===== config.mk =====
export PLATFORM = sky130hd
export DESIGN_NAME = rdid_ctrl
export DESIGN_NICKNAME = d
export VERILOG_FILES = /design/src/rtl/rdid_ctrl.sv
export SDC_FILE = /design/constraint.sdc
export NUM_CORES = 1
export LEC_CHECK = 0
export CAP_MARGIN = 20
export CELL_PAD_IN_SITES_DETAIL_PLACEMENT = 1
export CELL_PAD_IN_SITES_GLOBAL_PLACEMENT = 1
export CORE_UTILIZATION = 40
export DETAILED_ROUTE_END_ITERATION = 6
export PLACE_DENSITY_LB_ADDON = 0.2
export SLEW_MARGIN = 20
export SYNTH_ARGS = -nofsm -noshare
export SYNTH_HDL_FRONTEND = slang
export SYNTH_SLANG_ARGS = --single-unit

===== constraint.sdc =====
create_clock -name clk -period 2.45 [get_ports clk]
set_input_delay 0.49 -clock clk [delete_from_list [all_inputs] [get_ports clk]]
set_output_delay 0.49 -clock clk [all_outputs]
set_load 0.005 [all_outputs]

===== src/rtl/rdid_ctrl.sv =====
// rdid_ctrl: SPI mode-0 master that issues one JEDEC RDID (0x9F) and captures the 3-byte ID.
// Optional RDID_CHECK_EN adds id_match, comparing the manufacturer byte against EXPECTED_MFR.
module rdid_ctrl #(
  parameter int          CLK_DIV      = 2,
  parameter logic [7:0]  EXPECTED_MFR = 8'h20
) (
  input  logic       clk,
  input  logic       reset,
  input  logic       start,
  input  logic       spi_miso,
  output logic       spi_cs_n,
  output logic       spi_sclk,
  output logic       spi_mosi,
  output logic       busy,
  output logic       done,
  output logic [7:0] id_mfr,
  output logic [7:0] id_type,
  output logic [7:0] id_cap
`ifdef RDID_CHECK_EN
  ,
  output logic       id_match
`endif
);

  // state    | meaning
  // IDLE     | waiting for start, cs_n high
  // CS_SETUP | cs_n low, sclk low for CLK_DIV cycles before the first edge
  // SHIFT    | 32 sclk periods: opcode out, then 24 ID bits in
  // CS_HOLD  | cs_n still low, sclk low for CLK_DIV cycles after the last edge
  // CS_GAP   | cs_n high, busy held for CLK_DIV cycles (minimum deselect time)
  typedef enum logic [2:0] {IDLE, CS_SETUP, SHIFT, CS_HOLD, CS_GAP} state_t;

  localparam int             DW       = (CLK_DIV > 1) ? $clog2(CLK_DIV) : 1;
  localparam logic [DW-1:0]  DIV_LOAD = DW'(CLK_DIV - 1);
  localparam logic [7:0]     OPCODE   = 8'h9F;

  state_t        state;
  logic [DW-1:0] div_cnt;
  logic [4:0]    bit_cnt;
  logic [23:0]   shreg;

  always_ff @(posedge clk) begin
    if (reset) begin
      state    <= IDLE;
      div_cnt  <= '0;
      bit_cnt  <= '0;
      shreg    <= '0;
      spi_cs_n <= 1'b1;
      spi_sclk <= 1'b0;
      spi_mosi <= 1'b0;
      busy     <= 1'b0;
      done     <= 1'b0;
      id_mfr   <= '0;
      id_type  <= '0;
      id_cap   <= '0;
`ifdef RDID_CHECK_EN
      id_match <= 1'b0;
`endif
    end else begin
      done <= 1'b0;
      case (state)
        IDLE: begin
          if (start) begin
            state    <= CS_SETUP;
            spi_cs_n <= 1'b0;
            busy     <= 1'b1;
            spi_mosi <= OPCODE[7];
            div_cnt  <= DIV_LOAD;
            bit_cnt  <= '0;
          end
        end
        CS_SETUP: begin
          if (div_cnt == '0) begin
            state   <= SHIFT;
            div_cnt <= DIV_LOAD;
            bit_cnt <= '0;
          end else begin
            div_cnt <= div_cnt - 1'b1;
          end
        end
        SHIFT: begin
          if (div_cnt != '0) begin
            div_cnt <= div_cnt - 1'b1;
          end else begin
            div_cnt <= DIV_LOAD;
            if (!spi_sclk) begin
              spi_sclk <= 1'b1;
              // the first 8 sampled bits arrive while the opcode is still going out
              if (bit_cnt >= 5'd8) shreg <= {shreg[22:0], spi_miso};
            end else begin
              spi_sclk <= 1'b0;
              spi_mosi <= (bit_cnt < 5'd7) ? OPCODE[3'd6 - bit_cnt[2:0]] : 1'b0;
              if (bit_cnt == 5'd31) state <= CS_HOLD;
              else                  bit_cnt <= bit_cnt + 1'b1;
            end
          end
        end
        CS_HOLD: begin
          if (div_cnt == '0) begin
            state    <= CS_GAP;
            div_cnt  <= DIV_LOAD;
            spi_cs_n <= 1'b1;
            done     <= 1'b1;
            id_mfr   <= shreg[23:16];
            id_type  <= shreg[15:8];
            id_cap   <= shreg[7:0];
`ifdef RDID_CHECK_EN
            id_match <= (shreg[23:16] == EXPECTED_MFR);
`endif
          end else begin
            div_cnt <= div_cnt - 1'b1;
          end
        end
        CS_GAP: begin
          if (div_cnt == '0) begin
            state <= IDLE;
            busy  <= 1'b0;
          end else begin
            div_cnt <= div_cnt - 1'b1;
          end
        end
        default: state <= IDLE;
      endcase
    end
  end

endmodule


After elaboration in Yosys (flattened, before gate mapping)
Memories as Yosys holds them, arrays and structs flattened.
Cells that the tools add are included.
Widths: inputs -> output; s select.

word-level totals
  bits in registers = 62
  memory bits (read-only) = 8
  bits of input ports = 4
  logic and storage cells = 82
  memories kept = 1

memory list
  memory            words  bits a word  rd ports  clocked after memory_dff  write ports  RTL line  source
  (name not given)  8      1            1         0                         0            92        spi_mosi <= (bit_cnt < 5'd7) ? OPCODE[3'd6 - bit_cnt[2:0]] : 1'b0;

cells by class
  add/subtract/negate cells = 3
  $lt $le $gt $ge = 3
  equality and inequality tests = 13
  multiplexer cells = 30
  bitwise gates (word level) = 3
  reduce and logical (&&, ||, !) cells = 17

operator list
  kind                 count
  $mux 5               5
  $mux 3               7
  $ne 2x2->1 const B   8
  $pmux 3 s5           1
  $pmux 5 s3           1
  $mux 1               12
  $reduce_and 4->1     2
  $reduce_and 7->1     1
  $eq 3x2->1 const B   2
  $pmux 1 s2           3
  $reduce_and 2->1     3
  $reduce_and 3->1     2
  $reduce_and 6->1     1
  $reduce_bool 2->1    3
  $reduce_bool 3->1    2
  $add 5x1->5 const B  1
  $eq 5x5->1 const B   1
  $ge 5x4->1 const B   1
  $lt 5x3->1 const B   1
  $lt 3x4->1 const B   1
  $eq 3x1->1 const B   1
  $eq 3x3->1 const B   1
  $logic_not 3->1      1
  $not 1->1            3
  5 further kinds      5

Depth between registers and ports, before layout
Gate-level depths: netlist of the first run.

  depth after elaboration = 7
  mapped depth = 7

Worst setup path after synthesis of the first run
Ideal clock, no wire load.

  kind = register -> register
  start point = register state[0]
  end point = register shreg[0]
  setup time = 0.132 ns
  arrival = 1.685 ns
  required time = 2.318 ns
  slack = 0.633 ns
  stages on the path, launching flop included = 8
  buffers on the path = 3
  cells stage by stage = dfxtp_1 or3b_1 buf_2 or4_4 buf_6 buf_6 nand2_2 a21oi_1

on the way
  longest elaborated chain between the ends = 2

RTL lines
  what                               RTL line  source
  start: declaration                 37        state_t state;
  start signal: assignment           44        state <= IDLE;
  start signal: assignment           64        state <= CS_SETUP;
  start signal: assignment           74        state <= SHIFT;
  $eq 3x2->1                         61        case (state)
  $reduce_and 4->1 (no source line)  n/a
  end signal: assignment             89        if (bit_cnt >= 5'd8) shreg <= {shreg[22:0], spi_miso};
  end: declaration                   40        logic [23:0] shreg;

No other way between the ends.
A chain may end at the register's enable or synchronous reset.

Worst setup path after layout of the first run
  start point = register bit_cnt[0]
  end point = register bit_cnt[4]

on the way
  longest elaborated chain between the ends = 5
  elaborated cells on any way between the ends = 8
  those cells by class = add/sub: 1; eq/ne: 2; mux: 4; reduce/logical: 1

RTL lines
  what                      RTL line  source
  start: declaration        39        logic [4:0] bit_cnt;
  start signal: assignment  94        else bit_cnt <= bit_cnt + 1'b1;
  $add 5x1->5               94
  $mux 5                    93        if (bit_cnt == 5'd31) state <= CS_HOLD;
  $mux 5                    86        if (!spi_sclk) begin
  $mux 5                    82        if (div_cnt != '0) begin
  $pmux 5 s3                61

Parallel ways exist; a longest one is shown, timed or not. The select of a mux whose other input is x is not followed.

==> flow_summary.ini, run 1 <==
[outcome]
status = completed

[critical_path]
r2r_cells = 6
crit_top_cell = ha_1
cp-start-kind = flip-flop
critical_path_class = reg -> reg
crit_cells = 6
arrival_ns = 2.31
critPathBufInv = 0
cp_cell_sequence = ha_1 > and3_1 > ha_1 > nor4_1 > o2111ai_1 > a21oi_1
critPathTopFamily = simple AND/OR/NAND/NOR gates
critPathCaptureType = flip-flop
cp_slowest_cell = nor4_1
required_ns = 2.72
cpPeakStageDelay_ns = 0.59
cp_max_fo = 5

[synth]
ys_ff_latch = 62
synth_compound_area_frac = 0.163
yosysTopAreaCell = dfxtp_1
muxShareOfSynthArea = 0
synthSimpleGateAreaFrac = 0.256
synth_edf_count = 0
syn_area_per_cell_sq_um = 8.31
synth_fa_ha_area_frac = 0.0153
synthTopCellsByArea = dfxtp_1 (50%), nand2_1 (12%), a21oi_1 (12%), nand2_2 (5.1%), clkbuf_1 (2.1%)
syn_inst = 296
syn_area_sq_um = 2460
async_reset_ff_frac = 0
synth_top_family_by_area = simple AND/OR/NAND/NOR gates
synth.distinct_cells = 38
synth_xor_area_frac = 0.0107
synth_top_cell_area_share = 0.505
synthesis.nets = 303
synth_top_flop_cell = dfxtp_1
ys_seq_area_frac = 0.505
yosysWarnings = 0

[global_route]
overflow = 0
grt_use_total = 0.199
grt_pass1_wl_um = 9740
grt_pass1_vias = 2083
antenna_found_initial = 0
grt_max_degree = 33

[die]
rows = 28
dieWidth_um = 80.4
ios = 33
die_h_um = 80.4
fp.coreArea_sq_um = 5920
die-area_sq_um = 6470
start_util = 0.415

[clock_tree]
clock_latency_ns = 0.34
clock-root-buffer = clkbuf_8
postCtsSetupRepairBufs = 0
clockBufferDepth = 2
cts_buffers = 9
post_cts_resized = 0
clock_sinks = 62
cts.hold.buffers_added = 0
cts_tree = yes
clk_pin_slew_ns = 0.07
htreeDepth = 3

[routing]
drt_iter0_drc = 93
dr.pass1.iters = 4
vias = 2099
viasPerCell = 5.18
drc_errors = 0
ant_nets = 0
drt-wirelength-per-cell_um = 13.9
wl_um = 5630

[power_and_ir_drop]
p_total_mw = 2.11
p_sw_mw = 0.492
peakVddDrop_mv = 0.543
p_leak_nw = 1.01
netSwitchingFraction = 0.233
pwr-share-clk = 0.428
power_frac_seq = 0.498
p_comb_frac = 0.074
internal_power_mw = 1.62
power_density_nw_per_um2 = 696

[finish]
drive_gt1_frac = 0.139
nets = 332
antenna_cells = 0
syn_to_final_growth_pct = 23.2

[sta]
holdWs_ns = 0.454
fin_crit_sh = 0.833
drv_slew = 0
layout_min_cycle_time_ns = 2.04
grt_setup_unrepaired = no
finalHoldViolCount = 0
max_slew_margin = 0.530
clock-skew-final_ns = 0.0119
fin_tns_setup_ns = 0
setup-violations-final = 0
worstMarginPinSlew_ns = 0.698
fmax_mhz = 490

[flow_run]
cap_violations = 0

[hold_path]
hp-class = reg -> reg
worstHoldPathCells = 2

[placement]
port_buffers = 32
place_congestion = 0.771
hpwl_um = 3610
==> worst reg2reg max path, stage by stage, from the launching register on <==
cell and delay (ns):
dfxtp_1 0.35, ha_1 0.27, and3_1 0.21, ha_1 0.19
nor4_1 0.59, o2111ai_1 0.20, a21oi_1 0.16
==> power groups by stage <==
stage | logic [mW] | registers, mW | clock network, mW
finish | 0.156 | 1.05 | 0.902
global route | 0.174 | 1.06 | 0.981
CTS | 0.158 | 1.05 | 0.931
detailed placement | 0.156 | 1.07 | 0
global placement | 0.155 | 1.07 | 0
floorplan | 0.105 | 1.06 | 0
==> cell families (layout without fill, tap and decap cells) <==
| group | after synthesis | in the layout |
|---|---|---|
| flops | 62 | 62 |
| buf+inv | 26 | 60 |
| simple gates | 130 | 130 |
| fa+ha+maj | 3 | 3 |
| compound gates | 72 | 72 |
| xor+xnor | 3 | 3 |
==> layer usage <==
| metal | global-route usage | share of wire | vias to the layer above |
|---|---|---|---|
| met5 | 0 | 0 | - |
| met4 | 0.0589 | 0.0085 | 0 |
| met3 | 0.0750 | 0.036 | 4 |
| met2 | 0.325 | 0.48 | 33 |
| met1 | 0.241 | 0.48 | 1010 |
| li1 | - | - | 1052 |
==> per-stage QoR <==
| stage | cell area [sq um] | util | std cells | worst slack [ns] |
|---|---|---|---|---|
| detailed placement | 2830 | 0.478 | 389 | 0.213 |
| floorplan | 2460 | - | 296 | 0.633 |
| finish | 3030 | 0.512 | 405 | 0.409 |
| global route | 3030 | 0.512 | 405 | 0.259 |
| global placement | 2830 | 0.478 | 389 | 0.272 |
| CTS | 3030 | 0.512 | 405 | 0.394 |
==> worst paths after layout <==
kind	startpoint	to	slack, ns
max	bit_cnt[0]	bit_cnt[4]	0.41
min	id_mfr[0]	id_mfr[0]	0.45
max reg2reg	bit_cnt[0]	bit_cnt[4]	0.41
min reg2reg	id_mfr[0]	id_mfr[0]	0.45
==> placed cells by master (no fill, tap or decap), types with 2 or more instances in the layout <==
cell type         n
dfxtp_1          62
clkdlybuf4s50_1  31
nand2_1          78
clkbuf_8         11
o21ai_0           4
xor2_1            2
a21oi_1          57
nand3_1           5
nor3b_1           3
inv_1             5
nor3_1            3
clkbuf_1          2
nand2_2          20
nand3b_1          3
or3_1             2
nor4_1            2
o31ai_1           2
buf_4             6
ha_1              3
nor2_1            6
==> cells in the mapped netlist (3+ instances only) <==
| cell type | instances |
|---|---|
| a21oi_1 | 57 |
| inv_1 | 5 |
| ha_1 | 3 |
| nand3b_1 | 3 |
| nand2_1 | 78 |
| dfxtp_1 | 62 |
| nor3b_1 | 3 |
| clkbuf_1 | 14 |
| buf_2 | 3 |
| nand2_2 | 20 |
| buf_6 | 3 |
| o21ai_0 | 4 |
| nor3_1 | 3 |
| nand3_1 | 5 |
| nor2_1 | 6 |
==> cell type report <==
type	instances	area, sq um
Tap cell	75	93.8
Timing Repair Buffer	39	380
Inverter	5	18.8
Fill cell	717	2890
Sequential cell	62	1240
Clock buffer	13	159
Clock inverter	3	42.5
Multi-Input combinational cell	208	1090
==> flip-flops by register name, indices dropped and copies added, names as in the netlist <==
register  flops
shreg        24
id_cap        8
id_mfr        8
id_type       8
bit_cnt       5
state         3
busy          1
div_cnt       1
done          1
spi_cs_n      1
spi_mosi      1
spi_sclk      1
No activity file was read; power rests on OpenSTA's default activity.
==> inputs of run 2 (changes only) <==
clock period = 2.1 ns   (was 2.45 ns; I/O delays follow)
==> run 2 against run 1 <==
Net effect:
- clock power rose by 18%
- flip-flop and latch count did not move
- critical endpoint is now bit_cnt[3]
- die area did not move
- combinational power rose by 29%
- power rose by 18%
==> flow_summary.ini, run 2 (synthesis results as in run 1) <==
[outcome]
status = completed

[die]
start_util = 0.415
rows = 28
die_h_um = 80.4
die-area_sq_um = 6470
dieWidth_um = 80.4
fp.coreArea_sq_um = 5920
ios = 33

[global_route]
antenna_found_initial = 0
overflow = 0
grt_pass1_vias = 2037
grt_use_total = 0.199
grt_max_degree = 30
grt_pass1_wl_um = 9760

[clock_tree]
clock_sinks = 62
postCtsSetupRepairBufs = 0
cts_tree = yes
clk_pin_slew_ns = 0.06
clock_latency_ns = 0.33
cts.hold.buffers_added = 0
post_cts_resized = 0
clockBufferDepth = 2
clock-root-buffer = clkbuf_8
cts_buffers = 9
htreeDepth = 3

[finish]
regArea_sq_um = 1240
nets = 341
largest_register = shreg
syn_to_final_growth_pct = 25.4
multi_input_area_sq_um = 1090
mostFrequentLayoutCell = nand2_1
fillers = 726
finalInstanceArea_sq_um = 3090
largest_reg_flops = 24
final_cell_mix = nand2_1 (78), dfxtp_1 (62), a21oi_1 (57)
drive_gt1_frac = 0.162
antenna_cells = 0

[sta]
setup-violations-final = 0
grt_setup_unrepaired = no
layout_min_cycle_time_ns = 1.88
worstMarginPinSlew_ns = 0.501
fmax_mhz = 532
drv_slew = 0
fin_crit_sh = 0.895
finalHoldViolCount = 0
fin_tns_setup_ns = 0
max_slew_margin = 0.661
clock-skew-final_ns = 0.00617

[routing]
viasPerCell = 5.09
wl_um = 5740
drt_iter0_drc = 88
drt-wirelength-per-cell_um = 13.9
drc_errors = 0
vias = 2106
ant_nets = 0
dr.pass1.iters = 4

[placement]
place_area_sq_um = 2860
port_buffers = 32
hpwl_um = 3760
place_congestion = 0.770

[critical_path]
required_ns = 2.36
cp_max_fo = 5
critPathCaptureType = flip-flop
arrival_ns = 2.14
cp-start-kind = flip-flop
critical_path_class = reg -> reg

[power_and_ir_drop]
p_sw_mw = 0.591
netSwitchingFraction = 0.238
power_frac_seq = 0.492
p_leak_nw = 1.04
internal_power_mw = 1.89
p_comb_frac = 0.081
p_total_mw = 2.49
power_density_nw_per_um2 = 805
peakVddDrop_mv = 0.376
pwr-share-clk = 0.427

[flow_run]
cap_violations = 0

[hold_path]
hp-class = in -> reg
==> run 2: cell count changes in the layout (fill, tap and decap cells not counted), sizes merged <==
cell	change
buf	+9
==> run 2: path summary, 6_finish.rpt <==
kind	from	end	slack, ns	cells past startpoint
max	bit_cnt[0]	bit_cnt[3]	0.22	7
min	reset	bit_cnt[4]	0.43	2
max reg2reg	bit_cnt[0]	bit_cnt[3]	0.22	7
min reg2reg	id_type[1]	id_type[1]	0.46	2
==> run 2: layout make-up <==
cell class                      instances  share of cell area
Sequential cell                        62               0.402
Timing Repair Buffer                   48               0.141
Inverter                                5             0.00608
Multi-Input combinational cell        208               0.355
Tap cell                               75              0.0304
Clock inverter                          3              0.0138
Clock buffer                           13              0.0515
==> run 2: power groups by stage <==
stage	clock network [mW]	logic, mW	registers, mW
floorplan	0	0.123	1.24
global placement	0	0.191	1.25
detailed placement	0	0.199	1.25
CTS	1.09	0.202	1.22
global route	1.14	0.221	1.22
finish	1.06	0.201	1.22
==> run 2: stage by stage <==
| step | utilization | hold slack, ns | setup WS [ns] | std cells |
|---|---|---|---|---|
| after CTS | 0.517 | 0.406 | 0.156 | 411 |
| after global placement | 0.483 | 0.442 | 0.0431 | 395 |
| after floorplan | - | 0.440 | 0.283 | 296 |
| after detailed placement | 0.483 | 0.450 | 0.00822 | 395 |
| final | 0.521 | 0.426 | 0.221 | 414 |
| after global routing | 0.521 | 0.426 | 0.0754 | 414 |
==> run 2: routing by layer <==
layer | GRT usage | wire length [um] | up-vias
met5 | 0 | 0 | -
met4 | 0.0964 | 91 | 0
met3 | 0.0398 | 165 | 10
met2 | 0.309 | 2610 | 30
met1 | 0.260 | 2870 | 1001
li1 | - | - | 1065
==> run 2: worst max-delay path, cell delays in order, from the launching register on <==
cell and delay [ns]:
dfxtp_1 0.36, ha_1 0.26, and3_1 0.20, ha_1 0.19, inv_1 0.08, nand3b_1 0.16
or3_1 0.40, a31oi_1 0.16
